`src/rtl/light_gate_ctrl.sv`:
```
// Debounced multi-channel light controller: switch pairs gated by a shared enable drive
// per-channel lights in either level-with-hold or toggle mode.
module light_gate_ctrl #(
    parameter int N           = 4,
    parameter int DB_CYCLES   = 8,
    parameter int HOLD_CYCLES = 16
) (
    input  logic         clk,
    input  logic         rst_n,
    input  logic [N-1:0] a,
    input  logic [N-1:0] b,
    input  logic         c,
    input  logic         mode,
    output logic [N-1:0] f,
    output logic [N-1:0] f_rise
);
    localparam int NI  = 2 * N + 1;
    localparam int DBW = $clog2(DB_CYCLES + 1);
    localparam int HW  = $clog2(HOLD_CYCLES + 1);
    localparam logic [DBW-1:0] DB_LAST   = DBW'(DB_CYCLES - 1);
    localparam logic [HW-1:0]  HOLD_LOAD = HW'(HOLD_CYCLES - 1);

    typedef enum logic [1:0] {
        S_OFF  = 2'd0,
        S_ON   = 2'd1,
        S_HOLD = 2'd2
    } chan_state_e;

    logic [NI-1:0] raw_w;
    logic [NI-1:0] sync1_q;
    logic [NI-1:0] sync2_q;
    logic [NI-1:0] db_w;
    logic [N-1:0]  r_w;
    logic [N-1:0]  r_q;
    logic [N-1:0]  on_w;
    logic [N-1:0]  f_q;
    logic [N-1:0]  f_rise_q;
    logic          mode_q;
    logic          mode_chg_w;

    // Bit layout: [N-1:0] = a, [2N-1:N] = b, [2N] = c.
    assign raw_w = {c, b, a};

    always_ff @(posedge clk or negedge rst_n) begin
        if (!rst_n) begin
            sync1_q <= '0;
            sync2_q <= '0;
        end else begin
            sync1_q <= raw_w;
            sync2_q <= sync1_q;
        end
    end

    genvar gi;
    generate
        for (gi = 0; gi < NI; gi++) begin : g_db
            logic [DBW-1:0] cnt_q;
            logic [DBW-1:0] cnt_d;
            logic           db_q;
            logic           db_d;

            // Counter only runs while the synced input disagrees; it tops out at DB_CYCLES-1.
            always_comb begin
                cnt_d = '0;
                db_d  = db_q;
                if (sync2_q[gi] != db_q) begin
                    if (cnt_q == DB_LAST) begin
                        db_d = ~db_q;
                    end else begin
                        cnt_d = cnt_q + 1'b1;
                    end
                end
            end

            always_ff @(posedge clk or negedge rst_n) begin
                if (!rst_n) begin
                    cnt_q <= '0;
                    db_q  <= 1'b0;
                end else begin
                    cnt_q <= cnt_d;
                    db_q  <= db_d;
                end
            end

            assign db_w[gi] = db_q;
        end
    endgenerate

    assign r_w        = {N{db_w[2*N]}} & (db_w[N-1:0] | db_w[2*N-1:N]);
    assign mode_chg_w = mode ^ mode_q;

    always_ff @(posedge clk or negedge rst_n) begin
        if (!rst_n) begin
            mode_q <= 1'b0;
            r_q    <= '0;
        end else begin
            mode_q <= mode;
            r_q    <= mode_chg_w ? '0 : r_w;
        end
    end

    generate
        for (gi = 0; gi < N; gi++) begin : g_chan
            chan_state_e   state_q;
            chan_state_e   state_d;
            logic [HW-1:0] hold_q;
            logic [HW-1:0] hold_d;

            always_comb begin
                state_d = state_q;
                hold_d  = hold_q;
                if (mode_chg_w) begin
                    state_d = S_OFF;
                    hold_d  = '0;
                end else if (mode_q) begin
                    if (r_w[gi] && !r_q[gi]) begin
                        state_d = (state_q == S_OFF) ? S_ON : S_OFF;
                    end
                end else begin
                    case (state_q)
                        S_OFF: begin
                            if (r_w[gi]) begin
                                state_d = S_ON;
                            end
                        end
                        S_ON: begin
                            if (!r_w[gi]) begin
                                state_d = S_HOLD;
                                hold_d  = HOLD_LOAD;
                            end
                        end
                        S_HOLD: begin
                            if (r_w[gi]) begin
                                state_d = S_ON;
                            end else if (hold_q == '0) begin
                                state_d = S_OFF;
                            end else begin
                                hold_d = hold_q - 1'b1;
                            end
                        end
                        default: begin
                            state_d = S_OFF;
                            hold_d  = '0;
                        end
                    endcase
                end
            end

            always_ff @(posedge clk or negedge rst_n) begin
                if (!rst_n) begin
                    state_q <= S_OFF;
                    hold_q  <= '0;
                end else begin
                    state_q <= state_d;
                    hold_q  <= hold_d;
                end
            end

            assign on_w[gi] = (state_q != S_OFF);
        end
    endgenerate

    // The output stage adds the final pipeline edge; a mode change blanks it at once.
    always_ff @(posedge clk or negedge rst_n) begin
        if (!rst_n) begin
            f_q      <= '0;
            f_rise_q <= '0;
        end else if (mode_chg_w) begin
            f_q      <= '0;
            f_rise_q <= '0;
        end else begin
            f_q      <= on_w;
            f_rise_q <= on_w & ~f_q;
        end
    end

    assign f      = f_q;
    assign f_rise = f_rise_q;

endmodule

```
`config.mk`:
```
export PLATFORM = sky130hd
export DESIGN_NAME = light_gate_ctrl
export DESIGN_NICKNAME = d
export VERILOG_FILES = /design/src/rtl/light_gate_ctrl.sv
export SDC_FILE = /design/constraint.sdc
export NUM_CORES = 1
export LEC_CHECK = 0
export CORE_MARGIN = 1
export CORE_UTILIZATION = 50
export CTS_BUF_LIST = sky130_fd_sc_hd__clkbuf_8
export CTS_CLUSTER_SIZE = 24
export DETAILED_ROUTE_END_ITERATION = 10
export PLACE_DENSITY = 0.71
export SLEW_MARGIN = 20
export SYNTH_ARGS = -nofsm -noshare
export SYNTH_HDL_FRONTEND = slang
export SYNTH_SLANG_ARGS = --single-unit
```
`constraint.sdc`:
```
create_clock -name clk -period 2.6 [get_ports clk]
set_input_delay 0.52 -clock clk [delete_from_list [all_inputs] [get_ports clk]]
set_output_delay 0.52 -clock clk [all_outputs]
set_load 0.1 [all_outputs]
```
## After elaboration in Yosys (flattened, before gate mapping)

Cells that the tools add are included.

- Bits in registers: 104
- Bits of input ports: 12
- Output and inout port bits: 8

- Add/sub/neg operators: 13
- Equal/unequal tests: 59
- Mux-type cells: 81
- Bitwise operators: 14
- Reduce and logical (&&, ||, !) cells: 37

Operator list:

| operator | number |
|---|---|
| two-way mux 5 bit | 20 |
| two-way mux 4 bit | 21 |
| case mux 5 bit (3 select lines) | 4 |
| two-way mux 2 bit | 28 |
| adder 4 x 1 -> 4 bit (second input constant) | 9 |
| == test 4 x 3 -> 1 bit (second input constant) | 9 |
| inequality test 3 bit (second input constant) | 12 |
| inequality test 4 bit (second input constant) | 8 |
| case mux 2 bit (3 select lines) | 4 |
| logical NOT 5 bit | 4 |
| inequality test 5 bit (second input constant) | 4 |
| AND reduction 5 bit | 4 |
| subtractor 5 x 1 -> 5 bit (second input constant) | 4 |
| AND reduction 2 bit | 9 |
| AND reduction 4 bit | 4 |
| inequality test 3 x 1 -> 1 bit (second input constant) | 4 |
| inequality test 1 bit | 9 |
| inverter 1 bit | 9 |
| bitwise AND 4 bit | 2 |
| == test 2 x 1 -> 1 bit (second input constant) | 4 |
| == test 2 bit (second input constant) | 4 |
| logical NOT 2 bit | 4 |
| inequality test 2 bit (second input constant) | 4 |
| nonzero test 2 bit | 4 |
| 7 further kinds | 16 |

## Depth between registers and ports, before layout

- Depth after elaboration: 6
- Gate-level depth with buffers: 8

## Worst setup path after synthesis

OpenSTA, ideal clock, no wires.

- Path type: input-to-reg
- Start point: input mode
- End point: register g_chan[2].state_q[1]
- Arrival time: 2.016 ns
- Required time: 2.475 ns
- Setup slack: 0.459 ns
- Stages on the path: 7
- Path buffers: 0
- Path through: inv_1 ha_1 nor2_1 and2_1 a211oi_1 a31oi_1 mux2_2

- Word-level cells in the longest chain between the ends: 3

Ends and longest elaborated chain:

| element | line | RTL |
|---|---|---|
| start, declared | 13 | `input logic mode,` |
| bitwise XOR 1 bit * | 90 | `assign mode_chg_w = mode ^ mode_q;` |
| inequality test 5 bit (no source line) (tied with other cells) | -- |  |
| AND reduction 4 bit (no source line) | -- |  |
| end signal, assigned | 154 | `state_q <= state_d;` |
| end, declared | 104 | `chan_state_e state_q;` |

Every way passes the cells marked *; elsewhere a longest branch is shown, timed or not.
A chain may end at the register's enable or synchronous reset.

## Worst setup path after layout

Ends and elaborated chain as after synthesis.

==> impl_metrics.yaml <==
floorplan:
  die_w_um: 99.7
  dieArea_um2: 9930
  pin_count: 20
  start_util: 0.516
  rows: 35
  die_h_um: 99.7
  core_um2: 9240
synth:
  synthTopCellsByArea: "dfrtp_1 (55%), ha_1 (8.1%), nor2_1 (3.8%)"
  ys_seq_area_frac: 0.546
  yosysUniqueCellTypes: 46
  yosys_most_used_dff: "dfrtp_1"
  syn_area_um2: 4770
  syn_avg_cell_area_um2: 10.6
  synthArstFlopShare: 1.00
  syn_nets: 492
  syn_inst: 449
  synth-seq-cells: 104
  synth_edf_count: 0
  synth_warnings: 0
  yosysTopAreaCellShare: 0.546
  yosysMostFrequentCell: "dfrtp_1"
  yosys-top-cells-count: "dfrtp_1 (104), nor2_1 (48), ha_1 (31)"
  synth_top_area_cell: "dfrtp_1"
clock_network:
  cts_hold_buf: 0
  h-tree-depth: 3
  path_clk_slew_ps: 100
  cts-root-buf: "clkbuf_8"
  cts_buffers: 9
  cts_tree: "done"
  clk_latency_ps: 360
  clockBufferDepth: 2
  post_cts_resized: 0
  cts_setup_buffers: 0
  cts_sinks: 104
global_route:
  overflow: 0
  antenna_found_initial: 0
  grt_max_degree: 51
  grt.total_usage: 0.191
  grt_pass1_vias: 3187
  grt_pass1_wl_um: 14800
final_layout:
  nets: 535
  areaGrowthSynthToFinish_pct: 13.5
  final_layout_size_suffix_gt1_frac: 0.123
  n_antenna_cell: 0
  post-route-util: 0.586
timing:
  clock_skew_ps: 6.59
  timing.final.ws_setup_ps: 289
  relSlewSlack: 0.606
  fmax_mhz: 433
  min_period_ps: 2310
  setup-violations-final: 0
  finalHoldViolations: 0
  tightest_slew_ps: 584
  maxSlewViolCount: 0
  rsz0062_at_grt: "no"
  final.period_utilization: 0.889
power:
  powerDensity_nw_per_um2: 975
  peakVddDrop_uv: 420
  totalPowerFinal_mw: 5.28
  p_leak_nw: 2.50
worst_setup_path:
  r2r_cells: 7
  cpPeakStageDelay_ps: 500
  timing.rr.start: "mode_q"
  setup.worst_path.class: "input pin to flip-flop"
  crit_path_start_kind: "input pin"
  worstPathCellList: "clkdlybuf4s50_1 -> inv_1 -> ha_1 -> nor2_1 -> and2_1 -> a211oi_1 -> a31oi_1 -> mux2_2"
  crit_path_max_fanout: 6
  required_ps: 2850
  cpMaxStageDelayCell: "clkdlybuf4s50_1"
  crit_path_end_kind: "flip-flop"
  crit_path_start: "mode"
  arrival_ps: 2560
status:
  status: "completed"
placement:
  pre_cts_ws_ps: -71.5
  dp_hpwl_um: 6170
  gp_congestion: 0.798
  port-buffer-count: 19
detailed_routing:
  finalWirelength_um: 8560
  route.detailed.drc: 0
  first_iter_violations: 245
  vias: 3334
  avgRoutedWirePerCell_um: 13.7
  ant_nets: 0
  firstDrtPassIters: 4
  viasPerCell: 5.33
job:
  drv_cap: 0
hold_path:
  hold_class: "input pin to async pin"
## sequential cells by signal (all words and copies together) (netlist names)
name,flops
sync2_q,9
g_chan.hold_q,20
sync1_q,9
mode_q,1
g_db.db_q,9
r_q,4
g_db.cnt_q,36
f,4
f_rise,4
g_chan.state_q,8
## kinds of logic after synthesis
logic type	Yosys count	synth area share
AO/OA/AOI/OAI	91	0.118
XOR/XNOR	18	0.0331
adder cells (fa/ha/maj)	31	0.0813
buffers and inverters	35	0.0278
flip-flops	104	0.546
multiplexers	17	0.0391
AND/OR/NAND/NOR	153	0.156
## report_power, final
group / internal, mW / leakage, nW / switching, mW
combinational: 0.795 / 1.04 / 1.17
clock: 0.437 / 0.0948 / 0.526
sequential: 2.00 / 1.37 / 0.343
## critical path: cells and delay by family
kind	cells	cell delay [ps]
multiplexers	1	360
adder cells (fa/ha/maj)	1	300
AND/OR/NAND/NOR	2	540
AO/OA/AOI/OAI	2	290
buffers and inverters	2	550
## final cells by class
class | count | area [um^2]
fillers | 775 | 3820
flip-flops and latches | 104 | 2600
multi-input cells | 310 | 2030
repair buffers | 38 | 323
well taps | 129 | 161
clock buffers | 9 | 124
inverters | 29 | 109
clock inverters | 6 | 61.3
## stage by stage
step,TNS (ps),instances,hold WS [ps],area (um^2)
3_3_place_gp,0,610,333,5230
4_1_cts,0,625,44.4,5420
3_5_place_dp,-71.5,610,335,5230
2_1_floorplan,0,449,224,4770
5_1_grt,0,625,38.4,5420
6_report,0,625,50.3,5420
## per-layer routing
layer	vias up	GRT usage	wire length, um
met5	-	0	0
met4	0	0.0498	68
met3	10	0.0555	365
met2	62	0.311	4020
met1	1617	0.251	4110
li1	1645	-	-
## layout by cell type (no fill, tap or decap), drive strengths merged, types with 2 or more instances in the layout
cell type and n:
a211oi 2, a21o 3, a21oi 23, a31oi 8, and2 2, buf 28
clkbuf 9, clkdlybuf4s50 10, clkinv 4, dfrtp 104, ha 31, inv 29
mux2 13, mux2i 4, nand2 26, nand3 15, nor2 48, nor2b 17
nor3 30, nor3b 3, nor4b 3, o211a 3, o211ai 2, o21a 5
o21ai 33, o2bb2ai 2, o311ai 2, o31ai 2, or2 2, xnor2 18
## worst paths after layout
check,end,slack [ps]
worst max-delay path,g_chan[2].state_q[1],290
worst min-delay path,g_db[7].cnt_q[1],50
worst max register to register,g_chan[2].state_q[1],330
worst min register to register,sync2_q[5],350
max in group asynchronous,f_rise[3],1840
min in group clk,sync2_q[5],350
(Power assumes the default switching activity.)
